===== src/rtl/lq_miss_ctrl.sv =====
// lq_miss_ctrl: MSHR table for load-queue misses plus arbitration of the single
// data-memory port between those loads and retiring stores.
// Optional feature: define LQ_MISS_MERGE_EN to let a request whose aligned address
// hits an outstanding miss piggy-back on it instead of allocating a new entry.
module lq_miss_ctrl #(
  parameter int unsigned MSHR_SIZE  = 4,
  parameter int unsigned TAG_W      = 4,
  parameter int unsigned STARVE_MAX = 8
) (
  input  logic             clock,
  input  logic             reset,
  // load-miss requests from the LQ
  input  logic             ld_req_valid,
  input  logic [63:0]      ld_req_addr,
  output logic             ld_req_ready,
  // retiring store
  input  logic             st_req_valid,
  input  logic [63:0]      st_req_addr,
  input  logic [63:0]      st_req_data,
  output logic             st_req_done,
  // memory port
  output logic [1:0]       proc2Dmem_command,
  output logic [63:0]      proc2Dmem_addr,
  output logic [63:0]      proc2Dmem_data,
  input  logic [TAG_W-1:0] Dmem2proc_response,
  input  logic [63:0]      Dmem2proc_data,
  input  logic [TAG_W-1:0] Dmem2proc_tag,
  // fill broadcast to the LQ
  output logic             lq_miss_valid,
  output logic [63:0]      lq_miss_addr,
  output logic [63:0]      lq_miss_data,
  output logic             mshr_full
);

  localparam int unsigned IdxW = (MSHR_SIZE > 1) ? $clog2(MSHR_SIZE) : 1;
  localparam int unsigned CntW = $clog2(STARVE_MAX + 1);

  localparam logic [1:0] BusNone  = 2'd0;
  localparam logic [1:0] BusLoad  = 2'd1;
  localparam logic [1:0] BusStore = 2'd2;

  localparam logic [63:0] AlignMask = ~64'h7;

  typedef enum logic [1:0] {StEmpty, StPending, StIssued} ent_st_e;

  // MSHR table
  ent_st_e          st_q   [MSHR_SIZE];
  ent_st_e          st_d   [MSHR_SIZE];
  logic [63:0]      addr_q [MSHR_SIZE];
  logic [63:0]      addr_d [MSHR_SIZE];
  logic [TAG_W-1:0] tag_q  [MSHR_SIZE];
  logic [TAG_W-1:0] tag_d  [MSHR_SIZE];

  logic [CntW-1:0]  starve_q, starve_d;

  logic             fill_valid_q, fill_valid_d;
  logic [63:0]      fill_addr_q, fill_addr_d;
  logic [63:0]      fill_data_q, fill_data_d;

  // decoded table status
  logic             any_empty, any_pend, ret_hit, merge_hit;
  logic [IdxW-1:0]  empty_idx, pend_idx, ret_idx;
  logic [63:0]      ld_addr_al;

  // arbitration
  logic             force_load, store_win, load_win, mem_acc, alloc;

  assign ld_addr_al = ld_req_addr & AlignMask;
  assign mem_acc    = (Dmem2proc_response != '0);

  // Lowest-index EMPTY / PENDING entries, tag-return match and optional merge match.
  always_comb begin
    any_empty = 1'b0;
    empty_idx = '0;
    any_pend  = 1'b0;
    pend_idx  = '0;
    ret_hit   = 1'b0;
    ret_idx   = '0;
    merge_hit = 1'b0;
    // descending scan so the lowest index is the last one written
    for (int i = MSHR_SIZE - 1; i >= 0; i--) begin
      if (st_q[i] == StEmpty) begin
        any_empty = 1'b1;
        empty_idx = IdxW'(i);
      end
      if (st_q[i] == StPending) begin
        any_pend = 1'b1;
        pend_idx = IdxW'(i);
      end
      if ((Dmem2proc_tag != '0) && (st_q[i] == StIssued) && (tag_q[i] == Dmem2proc_tag)) begin
        ret_hit = 1'b1;
        ret_idx = IdxW'(i);
      end
`ifdef LQ_MISS_MERGE_EN
      if ((st_q[i] != StEmpty) && (addr_q[i] == ld_addr_al)) begin
        merge_hit = 1'b1;
      end
`endif
    end
  end

  // Memory-port arbitration: store first unless a pending load has starved too long.
  always_comb begin
    force_load = any_pend && (starve_q == CntW'(STARVE_MAX));
    store_win  = st_req_valid && !force_load;
    load_win   = !store_win && any_pend;
    alloc      = ld_req_valid && any_empty && !merge_hit;
  end

  // Memory-port and handshake outputs.
  always_comb begin
    proc2Dmem_command = BusNone;
    proc2Dmem_addr    = '0;
    proc2Dmem_data    = '0;
    st_req_done       = 1'b0;
    if (store_win) begin
      proc2Dmem_command = BusStore;
      proc2Dmem_addr    = st_req_addr & AlignMask;
      proc2Dmem_data    = st_req_data;
      st_req_done       = mem_acc;
    end else if (load_win) begin
      proc2Dmem_command = BusLoad;
      proc2Dmem_addr    = addr_q[pend_idx];
    end
    ld_req_ready = any_empty || merge_hit;
    mshr_full    = !any_empty;
  end

  // Starvation counter: counts store wins that delay a pending load.
  always_comb begin
    starve_d = starve_q;
    if (!any_pend) begin
      starve_d = '0;
    end else if (load_win && mem_acc) begin
      starve_d = '0;
    end else if (store_win && (starve_q != CntW'(STARVE_MAX))) begin
      starve_d = starve_q + CntW'(1);
    end
  end

  // Table next state; issue, return and alloc always touch different entries
  // because each acts on a distinct registered state.
  always_comb begin
    for (int i = 0; i < MSHR_SIZE; i++) begin
      st_d[i]   = st_q[i];
      addr_d[i] = addr_q[i];
      tag_d[i]  = tag_q[i];
    end
    if (load_win && mem_acc) begin
      st_d[pend_idx]  = StIssued;
      tag_d[pend_idx] = Dmem2proc_response;
    end
    if (ret_hit) begin
      st_d[ret_idx] = StEmpty;
    end
    if (alloc) begin
      st_d[empty_idx]   = StPending;
      addr_d[empty_idx] = ld_addr_al;
    end
  end

  // Fill pulse next state; address/data hold when no tag matches.
  always_comb begin
    fill_valid_d = ret_hit;
    fill_addr_d  = fill_addr_q;
    fill_data_d  = fill_data_q;
    if (ret_hit) begin
      fill_addr_d = addr_q[ret_idx];
      fill_data_d = Dmem2proc_data;
    end
  end

  // State registers.
  always_ff @(posedge clock or negedge reset) begin
    if (!reset) begin
      for (int i = 0; i < MSHR_SIZE; i++) begin
        st_q[i]   <= StEmpty;
        addr_q[i] <= '0;
        tag_q[i]  <= '0;
      end
      starve_q     <= '0;
      fill_valid_q <= 1'b0;
      fill_addr_q  <= '0;
      fill_data_q  <= '0;
    end else begin
      for (int i = 0; i < MSHR_SIZE; i++) begin
        st_q[i]   <= st_d[i];
        addr_q[i] <= addr_d[i];
        tag_q[i]  <= tag_d[i];
      end
      starve_q     <= starve_d;
      fill_valid_q <= fill_valid_d;
      fill_addr_q  <= fill_addr_d;
      fill_data_q  <= fill_data_d;
    end
  end

  assign lq_miss_valid = fill_valid_q;
  assign lq_miss_addr  = fill_addr_q;
  assign lq_miss_data  = fill_data_q;

endmodule


===== config.mk =====
export PLATFORM = sky130hd
export DESIGN_NAME = lq_miss_ctrl
export DESIGN_NICKNAME = d
export VERILOG_FILES = /design/src/rtl/lq_miss_ctrl.sv
export SDC_FILE = /design/constraint.sdc
export NUM_CORES = 1
export LEC_CHECK = 0
export ABC_CLOCK_PERIOD_IN_PS = 2200
export CAP_MARGIN = 20
export CORE_AREA = 2 2 207 209
export DETAILED_ROUTE_END_ITERATION = 6
export DIE_AREA = 0 0 209 211
export DONT_BUFFER_PORTS = 1
export PLACE_DENSITY = 0.71
export SLEW_MARGIN = 40
export SYNTH_ARGS = -nofsm -noshare
export SYNTH_HDL_FRONTEND = slang
export SYNTH_SLANG_ARGS = --single-unit

===== constraint.sdc =====
create_clock -name clock -period 2.2 [get_ports clock]
set_clock_uncertainty 0.15 [all_clocks]
set_input_delay 0.11 -clock clock [delete_from_list [all_inputs] [get_ports clock]]
set_output_delay 0.11 -clock clock [all_outputs]
set_load 0.02 [all_outputs]

# Yosys cells after proc, flatten, opt, wreduce, memory -nomap -nowiden
# Index checks and enable logic that the tools add are counted.
# op_classes
n_addsub	1
multipliers	0
div_mod_pow	0
magnitude_cmp	6
n_eq_ne	15
shift	0
n_mux	54
n_bitwise	11
n_reduce_logical	26
# op_table
op	n
64-bit 2-to-1 mux	8
64-bit binary-select mux with 2-bit select	2
256-bit bitwise mux	1
64-bit demux with 2-bit select	1
2-bit 2-to-1 mux	16
8-bit 2-to-1 mux	3
1-bit logical AND	17
16-bit bitwise mux	1
4-bit equality test	4
4-bit 2-to-1 mux	4
1-bit 2-to-1 mux	14
2-bit demux with 2-bit select	3
3-bit >= comparator (second input constant)	3
3-bit by 1-bit less-than comparator with 1-bit output (second input constant)	3
2-bit inverter with 3-bit output	3
4-bit bitwise AND	2
8-bit bitwise AND	1
4-bit demux with 2-bit select	1
2-bit by 1-bit equality test with 1-bit output (second input constant)	4
2-bit equality test (second input constant)	4
2-bit zero test	4
4-bit inverter	2
8-bit inverter	1
4-bit bitwise OR	2
6 further kinds	9
# totals
register_bits	413
latch_bits	0
ramBits	0
mem_bits_ro	0
inputBits	268
out_inout_bits	262
memories	0

# Logic depth before layout (Yosys ltp)
# depth
word_depth	17
depth_mapped	9
ltp_nobuf	6

# Least setup slack after synthesis
# Ideal clock, no wire load.
# synth_path
kind	flip-flop to output port
from	register st_q[4] in the netlist's numbering
to	output port proc2Dmem_addr[10]
t_arrival_ns	2.150
required_time_ns	1.940
slack_ns	-0.210
stages_incl_launch_ff	8
path_cell_list	dfrtp_1 > nor2b_1 > clkbuf_1 > nor4b_1 > clkbuf_1 > a222oi_1 > nand2_1 > a22o_1
# synth_between
elab_chain_cells	10
word_cells_on_any_way	16
cone_classes	eq/ne: 1; mux: 9; bitwise: 1; reduce/logical: 5
# synth_lines
element	line_no	text
start, declared	47	ent_st_e st_q [MSHR_SIZE];
start signal, assigned by index	177	st_q[i] <= StEmpty;
start signal, assigned by index	187	st_q[i] <= st_d[i];
2-bit by 1-bit equality test with 1-bit output *	86	if (st_q[i] == StPending) begin
parallel branches: the longest is 8 deep, another holds 64-bit binary-select mux with 2-bit select	n/a	
64-bit 2-to-1 mux *	116	if (store_win) begin
end, declared	23	output logic [63:0] proc2Dmem_addr,
# Mark *: on every way between the ends. The select of a mux whose other input is x is not followed.

# Worst setup path in the final report
# layout_path
from	register st_q[4] in the netlist's numbering
to	output port proc2Dmem_addr[39]
# Same word-level chain as after synthesis.

==> impl_metrics.csv <==
group,metric,value,unit
power,switchingPower,16.4,mW
timing,rsz0062_at_grt,"true",
status,violations,"DRC, hold timing, slew limit, setup timing",
worst_hold_path,hold_path.class,"input port to async pin",
cells_and_area,syn_to_final_growth,35.0,%
timing,max_freq,0.356,GHz
setup_path,crit_start,"st_q[4]",
power,power_frac_seq,0.379,
floorplanning,num_rows,75,
clock_tree,clock_sinks,398,
placed_design,dp.cells,2120,
placed_design,dp_hpwl,42.4,mm
yosys,synth-edff-count,0,
setup_path,crit_path_start_kind,"register",
clock_tree,clk_pin_slew,0.06,ns
cells_and_area,n_fill_cell,2922,
drt,drc,6,
clock_tree,cts_max_level,2,
yosys,synth.most_common_cell,"dfrtp_1",
setup_path,r2r_start,"starve_q[0]",
floorplanning,ios,530,
power,irDropWorstVdd,1.00,mV
drt,drtPass1Iterations,7,
yosys,synth_top_area_share,0.510,
cells_and_area,fin_util,0.632,
yosys,syn_area_per_cell,12.3,µm²
status,status,"complete, but fails checks",
setup_path,cp.required,1.94,ns
drt,wirelength,73.7,mm
floorplanning,dieArea,44100,µm²
power,switching_share,0.394,
run,maxCapViolCount,0,
timing,finalHoldViolCount,398,
yosys,synth_area,19500,µm²
power,p_int,25.2,mW
drt,drtAntennaViolNets,0,
timing,finalWorstSetupSlack,-0.610,ns
grt,grt_pass1_vias,16600,
yosys,yosysUniqueCellTypes,55,
setup_path,rrSetupSlack,-0.55,ns
setup_path,cp-end-kind,"primary output",
grt,grt_usage,0.326,
cells_and_area,ff_latch_area,9960,µm²
floorplanning,core_area,41800,µm²
timing,layout_min_cycle_time,2.81,ns
yosys,synth_ff_type,"dfrtp_1",
clock_tree,clk_latency,0.58,ns
yosys,syn_inst,1590,
floorplanning,initial_utilization,0.468,
grt,grt_max_degree,399,
drt,wl_per_cell,30.6,µm
timing,tightestPinTransition,1.65,ns
setup_path,r2r_cells,18,
clock_tree,cts_tree,"done",
timing,report.final.slew_viol_count,158,
cells_and_area,finalNetCount,2101,
floorplanning,dieWidth,209,µm
yosys,netlist_top_cells_count,"dfrtp_1, mux2_2, nand2_1, clkbuf_1, and3_1",
cells_and_area,drive_gt1_frac,0.466,
yosys,async_reset_ff_frac,1.00,
grt,grt_pass1_wl,108,mm
yosys,seq_area_frac_synth,0.510,
timing,relSlewSlack,-0.0992,
clock_tree,cts-root-buf,"clkbuf_16",
setup_path,cp_max_fo,7,
power,p_leak,11.6,nW
setup_path,r2r-end,"starve_q[3]",
setup_path,worstSetupPathType,"register to primary output",
power,pwr-share-comb,0.432,
drt,vias,16100,
yosys,ys_ff_latch,398,
clock_tree,hold_buffers,131,
clock_tree,cts_buffers,44,
timing,setup_viol,303,
clock_tree,clockBufferDepth,3,
setup_path,crit_arrival,2.55,ns
timing,whs,-0.892,ns
power,p_per_area,1580,nW/µm²
cells_and_area,multi_input_area,9830,µm²
timing,finalCritPeriodShare,1.28,
drt,via_per_inst,6.69,
placed_design,port-buffer-count,0,
cells_and_area,fin_cells,2410,
yosys,ys_warn_count,0,
grt,grt_antenna_before_repair,7,
yosys,yosys-top-cells-area,"dfrtp_1, mux2_2, a222oi_1",
drt,drt_iter0_markers,2116,
floorplanning,die_y,211,µm
placed_design,globalplace.congestion,1.02,
grt,grt_overflow,0,
yosys,yosysTopAreaCell,"dfrtp_1",
power,clockPowerShare,0.189,
per-layer routing:
| metal | up-vias | GRT usage | routed length, µm |
|---|---|---|---|
| li1 | 6568 | - | - |
| met1 | 8335 | 0.410 | 28500 |
| met3 | 192 | 0.115 | 7890 |
| met2 | 1010 | 0.513 | 34700 |
| met4 | 6 | 0.135 | 2620 |
| met5 | - | 0 | 41 |
cell families (layout without fill, tap and decap cells):
logic type,count (synthesis),count (layout),share of synthesized area
XOR/XNOR,16,16,0.00717
adder cells (fa/ha/maj),2,2,0.00128
buffers and inverters,160,430,0.0362
other,1,11,0.000192
multiplexers,326,326,0.194
AO/OA/AOI/OAI,313,313,0.152
flip-flops,398,398,0.510
AND/OR/NAND/NOR,374,375,0.0995
critical path, cell delays in order, from the launching register on:
cell and delay [ns]:
dfrtp_1 0.39, nor2b_4 0.14, buf_6 0.13, nor2b_4 0.19, buf_12 0.18, buf_12 0.14, a222oi_1 0.41, nand2_1 0.14
a22o_4 0.26
how the worst max path moves through the flow:
stage | to | slack [ns] | cells past startpoint
2_1_floorplan | addr_q[100] | -0.07 | 4
3_3_place_gp | lq_miss_addr[18] | -0.17 | 8
3_5_place_dp | lq_miss_addr[31] | -0.18 | 8
4_1_cts | proc2Dmem_addr[14] | -0.60 | 9
5_1_grt | proc2Dmem_addr[14] | -0.72 | 9
6_report | proc2Dmem_addr[39] | -0.61 | 8
cell usage in the layout, fill, tap and decap left out, drive strengths merged, types with 9 or more instances in the layout:
| master | netlist | routed |
|---|---|---|
| mux2 | 325 | 325 |
| o221ai | 14 | 14 |
| and3 | 95 | 95 |
| nor2 | 21 | 22 |
| nand2 | 145 | 145 |
| a31o | 46 | 46 |
| clkbuf | 107 | 65 |
| inv | 8 | 10 |
| a22o | 62 | 62 |
| buf | 45 | 207 |
| a311oi | 14 | 14 |
| o221a | 47 | 47 |
| a222oi | 61 | 61 |
| dfrtp | 398 | 398 |
| and2 | 66 | 66 |
| nor3 | 18 | 18 |
| xor2 | 9 | 9 |
| dlygate4sd3 | 0 | 131 |
| o32a | 47 | 47 |
area by class of cell:
cell class | count | area share
diodes | 5 | 0.000474
repair buffers | 341 | 0.164
well taps | 539 | 0.0256
clock inverters | 18 | 0.00915
inverters | 8 | 0.00114
flip-flops and latches | 398 | 0.378
clock buffers | 63 | 0.0494
multi-input cells | 1038 | 0.373
power groups by stage:
stage	clock network, mW	registers [mW]	logic, mW
3_3_place_gp	0	15.4	14.4
2_1_floorplan	0	14.6	10.1
6_report	7.85	15.8	18.0
3_5_place_dp	0	15.7	14.8
4_1_cts	7.95	15.6	17.5
5_1_grt	8.26	16.2	18.9
timing repair:
| item | 4_1_cts | 5_1_grt |
|---|---|---|
| pin swaps | 147 | 72 |
| gates resized for setup | 247 | 22 |
| endpoints found under the hold margin | 734 | 398 |
| setup endpoints to repair | 240 | 376 |
| cloned | 25 | 2 |
| buffers inserted | 49 | 6 |
registers in the layout, summed over array words and instances, names as in the netlist:
signal	cells
tag_q	16
lq_miss_addr	61
starve_q	4
st_q	8
addr_q	244
lq_miss_data	64
lq_miss_valid	1
through the flow:
stage / worst slack, ns / total power [mW] / hold WS (ns) / TNS (ns) / area (µm²)
6_report: -0.610 / 41.6 / -0.892 / -74.65 / 26400
5_1_grt: -0.721 / 43.4 / -0.941 / -100.39 / 26400
4_1_cts: -0.596 / 41.1 / -0.921 / -74.49 / 26300
3_5_place_dp: -0.181 / 30.4 / -0.307 / -15.03 / 21400
3_3_place_gp: -0.168 / 29.8 / -0.316 / -11.73 / 21400
2_1_floorplan: -0.0726 / 24.7 / -0.336 / -13.22 / 19700
Note: power is estimated with default switching activity, not from simulation.
